==> config.mk <==
export PLATFORM = sky130hd
export DESIGN_NAME = cv32e40p_ft_error_monitor
export DESIGN_NICKNAME = d
export VERILOG_FILES = /design/src/rtl/cv32e40p_pkg.sv /design/src/rtl/cv32e40p_ft_replica_tracker.sv /design/src/rtl/cv32e40p_ft_error_monitor.sv
export SDC_FILE = /design/constraint.sdc
export NUM_CORES = 1
export LEC_CHECK = 0
export BUFFER_PORTS_ARGS = -buffer_cell sky130_fd_sc_hd__clkbuf_2
export CORE_ASPECT_RATIO = 0.8
export CORE_MARGIN = 5
export CORE_UTILIZATION = 31
export CTS_CLUSTER_SIZE = 10
export DETAILED_ROUTE_END_ITERATION = 12
export GPL_ROUTABILITY_DRIVEN = 1
export GPL_TIMING_DRIVEN = 0
export PLACE_DENSITY_LB_ADDON = 0.1
export SLEW_MARGIN = 20
export SYNTH_ARGS = -nofsm -noshare
export SYNTH_HDL_FRONTEND = slang
export SYNTH_SLANG_ARGS = --single-unit
==> constraint.sdc <==
create_clock -name clk -period 2.96 [get_ports clk]
set_input_delay 0.444 -clock clk [delete_from_list [all_inputs] [get_ports clk]]
set_output_delay 0.444 -clock clk [all_outputs]
set_load 0.05 [all_outputs]
==> src/rtl/cv32e40p_pkg.sv <==
// Shared types and constants for the fault-tolerance error monitor.
package cv32e40p_pkg;

  typedef enum logic [1:0] {
    FT_MON_IDLE   = 2'd0,
    FT_MON_REPORT = 2'd1,
    FT_MON_FATAL  = 2'd2
  } ft_mon_state_e;

  localparam int unsigned FT_REPLICA_A = 0;
  localparam int unsigned FT_REPLICA_B = 1;
  localparam int unsigned FT_REPLICA_C = 2;

endpackage

==> src/rtl/cv32e40p_ft_replica_tracker.sv <==
// Per-replica mismatch tally: saturating total count, consecutive-hit run, sticky faulty bit.
module cv32e40p_ft_replica_tracker #(
  parameter int unsigned CNT_WIDTH   = 8,
  parameter int unsigned PERM_THRESH = 4
) (
  input  logic                 clk,
  input  logic                 rst_n,
  input  logic                 hit,
  input  logic                 clear,
  output logic [CNT_WIDTH-1:0] cnt,
  output logic                 faulty
);

  localparam int unsigned CONSEC_W = $clog2(PERM_THRESH + 1);

  logic [CONSEC_W-1:0] consec_q;
  logic                consec_full;

  assign consec_full = (consec_q == CONSEC_W'(PERM_THRESH));

  always_ff @(posedge clk or negedge rst_n) begin
    if (!rst_n) begin
      cnt      <= '0;
      consec_q <= '0;
      faulty   <= 1'b0;
    end else if (clear) begin
      cnt      <= '0;
      consec_q <= '0;
      faulty   <= 1'b0;
    end else begin
      if (hit && (cnt != '1)) cnt <= cnt + CNT_WIDTH'(1);
      if (!hit)              consec_q <= '0;
      else if (!consec_full) consec_q <= consec_q + CONSEC_W'(1);
      // Faulty trails the run reaching threshold by one cycle.
      if (consec_full) faulty <= 1'b1;
    end
  end

endmodule

==> src/rtl/cv32e40p_ft_error_monitor.sv <==
// Watches TMR voter disagreement flags, tracks per-replica faults and posts error events.
module cv32e40p_ft_error_monitor
  import cv32e40p_pkg::*;
#(
  parameter int unsigned NUM_VOTERS  = 4,
  parameter int unsigned CNT_WIDTH   = 8,
  parameter int unsigned PERM_THRESH = 4,
  localparam int unsigned VOTER_W    = $clog2(NUM_VOTERS)
) (
  input  logic                  clk,
  input  logic                  rst_n,
  input  logic [NUM_VOTERS-1:0] err_a_i,
  input  logic [NUM_VOTERS-1:0] err_b_i,
  input  logic [NUM_VOTERS-1:0] err_c_i,
  input  logic                  clear_i,
  output logic [CNT_WIDTH-1:0]  err_cnt_a_o,
  output logic [CNT_WIDTH-1:0]  err_cnt_b_o,
  output logic [CNT_WIDTH-1:0]  err_cnt_c_o,
  output logic [2:0]            faulty_o,
  output logic                  uncorrectable_o,
  output logic                  overflow_o,
  output logic                  event_valid_o,
  input  logic                  event_ready_i,
  output logic [VOTER_W-1:0]    event_voter_o,
  output logic [2:0]            event_mask_o
);

  ft_mon_state_e state_q, state_d;

  logic               hit_a, hit_b, hit_c, any_hit;
  logic               triple, multi_faulty;
  logic [VOTER_W-1:0] enc_voter;
  logic [2:0]         enc_mask;
  logic               valid_d, overflow_d;
  logic [VOTER_W-1:0] voter_d;
  logic [2:0]         mask_d;

  assign hit_a   = |err_a_i;
  assign hit_b   = |err_b_i;
  assign hit_c   = |err_c_i;
  assign any_hit = hit_a | hit_b | hit_c;
  assign triple  = |(err_a_i & err_b_i & err_c_i);
  assign multi_faulty = (faulty_o[0] & faulty_o[1]) | (faulty_o[0] & faulty_o[2]) |
                        (faulty_o[1] & faulty_o[2]);

  cv32e40p_ft_replica_tracker #(.CNT_WIDTH(CNT_WIDTH), .PERM_THRESH(PERM_THRESH)) u_trk_a (
    .clk(clk), .rst_n(rst_n), .hit(hit_a), .clear(clear_i),
    .cnt(err_cnt_a_o), .faulty(faulty_o[FT_REPLICA_A])
  );
  cv32e40p_ft_replica_tracker #(.CNT_WIDTH(CNT_WIDTH), .PERM_THRESH(PERM_THRESH)) u_trk_b (
    .clk(clk), .rst_n(rst_n), .hit(hit_b), .clear(clear_i),
    .cnt(err_cnt_b_o), .faulty(faulty_o[FT_REPLICA_B])
  );
  cv32e40p_ft_replica_tracker #(.CNT_WIDTH(CNT_WIDTH), .PERM_THRESH(PERM_THRESH)) u_trk_c (
    .clk(clk), .rst_n(rst_n), .hit(hit_c), .clear(clear_i),
    .cnt(err_cnt_c_o), .faulty(faulty_o[FT_REPLICA_C])
  );

  // Lowest flagged voter wins: scan from the top so the smallest index is written last.
  always_comb begin
    enc_voter = '0;
    enc_mask  = '0;
    for (int k = NUM_VOTERS - 1; k >= 0; k--) begin
      if (err_a_i[k] | err_b_i[k] | err_c_i[k]) begin
        enc_voter = VOTER_W'(k);
        enc_mask  = {err_c_i[k], err_b_i[k], err_a_i[k]};
      end
    end
  end

  always_ff @(posedge clk or negedge rst_n) begin
    if (!rst_n) begin
      state_q         <= FT_MON_IDLE;
      event_valid_o   <= 1'b0;
      event_voter_o   <= '0;
      event_mask_o    <= '0;
      overflow_o      <= 1'b0;
      uncorrectable_o <= 1'b0;
    end else begin
      state_q         <= state_d;
      event_valid_o   <= valid_d;
      event_voter_o   <= voter_d;
      event_mask_o    <= mask_d;
      overflow_o      <= overflow_d;
      uncorrectable_o <= clear_i ? 1'b0 : (uncorrectable_o | triple | multi_faulty);
    end
  end

  always_comb begin
    state_d    = state_q;
    valid_d    = event_valid_o;
    voter_d    = event_voter_o;
    mask_d     = event_mask_o;
    overflow_d = overflow_o;

    unique case (state_q)
      FT_MON_IDLE: begin
        if (any_hit) begin
          state_d = FT_MON_REPORT;
          valid_d = 1'b1;
          voter_d = enc_voter;
          mask_d  = enc_mask;
        end
      end
      FT_MON_REPORT: begin
        if (event_ready_i) begin
          if (any_hit) begin
            voter_d = enc_voter;
            mask_d  = enc_mask;
          end else begin
            state_d = FT_MON_IDLE;
            valid_d = 1'b0;
          end
        end else if (any_hit) begin
          overflow_d = 1'b1;
        end
      end
      FT_MON_FATAL: begin
        valid_d = 1'b1;
        mask_d  = 3'b111;
      end
      default: state_d = FT_MON_IDLE;
    endcase

    if (uncorrectable_o && (state_q != FT_MON_FATAL)) begin
      state_d = FT_MON_FATAL;
      valid_d = 1'b1;
      mask_d  = 3'b111;
    end

    if (clear_i) begin
      state_d    = FT_MON_IDLE;
      valid_d    = 1'b0;
      voter_d    = '0;
      mask_d     = '0;
      overflow_d = 1'b0;
    end
  end

endmodule

# Yosys cells after proc, flatten, opt, wreduce, memory -nomap -nowiden
# Cells that the tools add are included.
[totals]
word_cells = 136
ff_bits = 46
[op_classes]
add_sub_neg = 6
mux = 54
reduce_logical = 24
bitwise_logic = 19
n_eq_ne = 18
[ops]
columns = ["op", "count"]
rows = [
  ["$mux 3", 17],
  ["$mux 8", 6],
  ["$add 8x1->8 const B", 3],
  ["$mux 2", 12],
  ["$ne 8x8->1 const B", 3],
  ["$reduce_bool 2->1", 8],
  ["$reduce_or 4->1", 4],
  ["$mux 1", 15],
  ["$ne 3x3->1 const B", 5],
  ["$or 1x1->1", 14],
  ["$ne 4x4->1 const B", 3],
  ["$add 3x1->3 const B", 3],
  ["$eq 3x3->1 const B", 3],
  ["$pmux 3 s3", 1],
  ["$and 4x4->4", 2],
  ["$reduce_and 4->1", 2],
  ["$pmux 2 s3", 1],
  ["$reduce_bool 5->1", 1],
  ["$logic_and 1x1->1", 4],
  ["$ne 2x2->1 const B", 2],
  ["$pmux 2 s2", 1],
  ["$reduce_and 2->1", 2],
  ["$and 1x1->1", 3],
  ["$pmux 1 s3", 1],
  ["other kinds (5)", 5],
]

# Logic depth before layout (Yosys ltp)
[logic_depth]
depth_word = 11
mapped_depth = 7
depth_no_buf = 6

# Cells and area by module
# A second synthesis with hierarchy kept.
[unflattened]
cells_unflattened = 265
hier_area_um2 = 2661.3
[by_module_without_submodules]
columns = ["module", "area_each_um2", "cells_each", "seq_area_each_um2", "instances"]
rows = [
  ["cv32e40p_ft_replica_tracker", 633.1, 60, 300.3, 3],
  ["cv32e40p_ft_error_monitor", 762.0, 85, 250.2, 1],
]

# Worst setup path after synthesis
# Ideal clock, no wire load.
[synth_timing]
path_kind = "in2reg"
from = "input port err_a_i[0]"
to = "register event_valid_o"
n_path_buf = 1
t_arrival_ns = 1.854
stages = 5
setup_slack_ns = 0.981
t_required_ns = 2.835
path_cell_list = "buf_2 nor4_2 a311oi_1 a211oi_1 mux2_4"
[synth_via]
elab_chain_cells = 5
word_cells_on_any_way = 6
cone_classes = "eq/ne: 2; bitwise: 2; reduce/logical: 2"
[synth_rtl]
columns = ["item", "line_no", "rtl"]
rows = [
  ["start: declaration", "cv32e40p_ft_error_monitor.sv:12", "input logic [NUM_VOTERS-1:0] err_a_i,"],
  ["$reduce_or 4->1 *", "cv32e40p_ft_error_monitor.sv:38", "assign hit_a = |err_a_i;"],
  ["$or 1x1->1 * (2 in series)", "cv32e40p_ft_error_monitor.sv:41", "assign any_hit = hit_a | hit_b | hit_c;"],
  ["$ne 4x4->1 (no line)", "--", ""],
  ["$reduce_and 4->1 (no line) *", "--", ""],
  ["end signal: assignment", "cv32e40p_ft_error_monitor.sv:81", "event_valid_o <= valid_d;"],
  ["end: declaration", "cv32e40p_ft_error_monitor.sv:22", "output logic event_valid_o,"],
]
# Mark *: on every way between the ends. The rest lies on a longest branch, timed or not.
# A chain may end at the register's enable or synchronous reset.

# Worst setup path in the final report
[layout_timing]
from = "input port err_b_i[0]"
to = "register event_valid_o"
[layout_via]
elab_chain_cells = 5
word_cells_on_any_way = 6
cone_classes = "eq/ne: 2; bitwise: 2; reduce/logical: 2"
[layout_rtl]
columns = ["item", "line_no", "rtl"]
rows = [
  ["start: declaration", "cv32e40p_ft_error_monitor.sv:13", "input logic [NUM_VOTERS-1:0] err_b_i,"],
  ["$reduce_or 4->1 *", "cv32e40p_ft_error_monitor.sv:39", "assign hit_b = |err_b_i;"],
  ["$or 1x1->1 * (2 in series)", "cv32e40p_ft_error_monitor.sv:41", ""],
  ["$ne 4x4->1 (no line)", "--", ""],
  ["$reduce_and 4->1 (no line) *", "--", ""],
]
# Marked as above.

==> results.md <==
* H-Tree Depth at 2
* Hold violation count in the final report at 0
* Worst max-slew margin expressed relative to the limit at 0.288
* Power spent charging and discharging nets at roughly 0.0006 W
* Number of sinks on the clock net at 46
* Unrepaired setup endpoints after global routing: false
* Clock latency of the later-clocked register in the worst-skew pair at 0.30 ns
* Clock tree buffer depth at 2
* Top achievable clock speed at approximately 0.45 GHz
* Accumulated negative setup slack at 0 ns
* Top cell type's share of synthesized area at 0.429
* Final setup violation count at 0
* Top cells by area, synth: sky130_fd_sc_hd__dfrtp_1, sky130_fd_sc_hd__ha_1, sky130_fd_sc_hd__a21oi_1
* Residual overflow from global routing at 0
* CTS clock-pin slew for the worst setup and hold paths at roughly 0.090 ns
* Top cell family by delay on the critical path: simple AND/OR/NAND/NOR gates
* Final net count at 362
* Worst-margin pin slew at 1.06 ns
* Run status: finished clean
* Mapped Cells at 280
* Maximum fanout encountered on the critical timing path at 8
* Overall via count from detail_route at ~2300
* Cell leakage power at about 1.4 nW
* Share of flip-flops with an asynchronous set or reset at 1.00
* Iter 0 DRT Violations at slightly above 90
* Routed len/inst at ~16 um
* Die outline area at ~0.011 mm^2
* Most frequent cell after synthesis: sky130_fd_sc_hd__dfrtp_1
* Total clock buffers created by CTS at 5
* Average footprint of a synthesized cell at roughly 9.6 um^2
* Switching share of total power at 0.364
* Critical Path Max Stage Delay at around 0.94 ns
* Class of the worst hold path: in2async
* Diode count at 0
* Most numerous cell types in the synthesized netlist: sky130_fd_sc_hd__dfrtp_1, sky130_fd_sc_hd__nor2_1, sky130_fd_sc_hd__a21oi_1, sky130_fd_sc_hd__nor3_1, sky130_fd_sc_hd__inv_1
* Cell-by-cell listing of the critical path: clkbuf_2, nor4_2, a311oi_1, a211oi_1, mux2_4
* Final critical path time including I/O delays and setup at between 2 and 2.5 ns
* Worst path bufs/invs at 1
* Chip width at ~110 um
* Core box area at between 0.008 and 0.009 mm^2
* Root buffer selected by CTS: sky130_fd_sc_hd__clkbuf_8
* Number of global-route vias before repair at 2209
* Design Area, Final at around 0.0032 mm^2
* Combinational Power Share at 0.305
* Resized cells post-CTS at 0
* Via count normalized by instance count at just over 5
* Global-route wire length before repair at about 12 mm
* Primary flip-flop cell chosen by synthesis mapping: sky130_fd_sc_hd__dfrtp_1
* Detailed Route WL at about 7.0 mm
* Overall track demand over capacity in global routing at 0.135
* Post-CTS Setup Repair Bufs at 0
* Area growth syn-to-layout at 17.5%
* Placement Cell Area at roughly 0.0031 mm^2
* Max Clock Skew at 0.00601 ns
* Total of flip-flops plus latches after synthesis at 46
* TritonCTS clock tree: yes
* Number of enable-type register cells in the synthesized netlist at 0
* Post-synthesis instance area at 0.00268 mm^2
* Required time worst endpoint at 3.15 ns
* Number of buffers inserted by hold repair at cts at 0
* IO Pins at between 50 and 60
* Slowest cell on the critical path: sky130_fd_sc_hd__nor4_2
* Setup crit start kind: input pin
* Period Utilization, post-route at 0.754
* Post-route DRC at 0
* Fraction of power consumed by sequential logic at 0.445
* Cell-internal power at ~0.0010 W
* Sequential fraction of the synthesis area at 0.429
* Initial antenna violation count at 0
* Signal arrival time at the worst endpoint at approximately 2.4 ns
* Max-cap check violation count at 0
* Port Buffers at 47
* Net count of the mapped netlist at around 310
* Initial core utilization at 0.316
* Pin count of the biggest net entering global routing at 47
* Clk network pwr share at 0.251
* Number of rows in the core area at 30
* First-pass detailed-route iteration total at 4
* Syn. warnings at 0
* Setup ws final at just over 0.7 ns
* Pwr/cell area at about 520 mW/mm^2
* Critical path class: in2reg
* Kind of end point of the critical path: register
* ANT nets after route at 0
* Layout cells sized above 1 at 0.218
* Worst Setup Slack post-DPL at ~0.46 ns
* Max Transition Viols Final at 0
* HPWL Detailed at a little over 5 mm
* Gpl congestion at slightly above 0.8
* Worst vdd ir at roughly 270 uV
* Area leader, netlist: sky130_fd_sc_hd__dfrtp_1
* Cell variety after synth at between 40 and 50
* Die height at approximately 93 um
==> power groups by stage <==
stage                     Sequential [W]  Combinational [W]  Clock, W
after floorplan                 0.000853           0.000261         0
after global placement          0.000741           0.000503         0
after detailed placement        0.000743           0.000503         0
after CTS                       0.000731           0.000505  0.000432
after global routing            0.000739           0.000550  0.000451
final                           0.000730           0.000500  0.000412
==> routing by layer <==
layer | wire, um | up-vias | track usage
met2 | 3020 | 32 | 0.203
met1 | 3590 | 1108 | 0.193
li1 | - | 1141 | -
met5 | 0 | - | 0
met4 | 57 | 0 | 0.0297
met3 | 324 | 5 | 0.0356
==> metrics by stage <==
step	utilization	total power [W]	hold WS [ns]	cells
2_1_floorplan	-	0.00111	0.148	280
3_3_place_gp	0.361	0.00124	0.487	439
3_5_place_dp	0.361	0.00125	0.490	439
4_1_cts	0.372	0.00167	0.226	447
5_1_grt	0.372	0.00174	0.264	447
6_report	0.372	0.00164	0.205	447
==> kinds of logic after synthesis <==
logic type,Yosys count,synth area share
AND/OR/NAND/NOR,107,0.227
AO/OA/AOI/OAI,64,0.151
flip-flops,46,0.429
buffers and inverters,29,0.0522
multiplexers,12,0.0522
adder cells (fa/ha/maj),12,0.0559
XOR/XNOR,10,0.0326
==> final timing paths <==
path | startpoint | end | slack, ns | cells after the start
hold / removal | rst_n | u_trk_b.consec_q[0] | 0.20 | 1
max in group asynchronous | rst_n | u_trk_b.cnt[6] | 2.32 | 1
min in group clk | err_c_i[2] | uncorrectable_o | 0.47 | 3
setup reg to reg | state_q[1] | event_valid_o | 0.92 | 6
hold reg to reg | event_valid_o | event_valid_o | 0.52 | 1
setup / recovery | err_b_i[0] | event_valid_o | 0.73 | 5
==> cell usage in the layout (no fill, tap or decap), drive strengths merged, types with 9 or more instances in the layout <==
master	count
nand3	12
nor3	16
ha	12
clkbuf	61
buf	9
nand2	11
nor2	22
o21ai	16
inv	13
dfrtp	46
a21oi	21
==> sequential cells by signal (all words and copies together), names as in the netlist, 2 cells and up <==
signal / count
u_trk_c.cnt: 8
state_q: 2
u_trk_b.cnt: 8
u_trk_a.consec_q: 3
u_trk_c.consec_q: 3
u_trk_a.cnt: 8
event_voter_o: 2
event_mask_o: 3
u_trk_b.consec_q: 3
==> worst reg2reg max path: stages, from the launching register on <==
cell and delay (ns):
sky130_fd_sc_hd__dfrtp_1 0.40, sky130_fd_sc_hd__inv_1 0.10, sky130_fd_sc_hd__ha_1 0.30, sky130_fd_sc_hd__nor2b_1 0.37
sky130_fd_sc_hd__nor3b_1 0.09, sky130_fd_sc_hd__a211oi_1 0.35, sky130_fd_sc_hd__mux2_4 0.33
==> final cells by class <==
type / instances / area [um^2]
sequential: 46 / 1150
multi-input combinational: 205 / 1390
timing repair buffer: 47 / 238
clock inverter: 1 / 5.00
fill: 908 / 5330
inverter: 13 / 48.8
buffer: 16 / 91.3
tap: 112 / 140
clock buffer: 7 / 86.3
(Power assumes the default switching activity.)
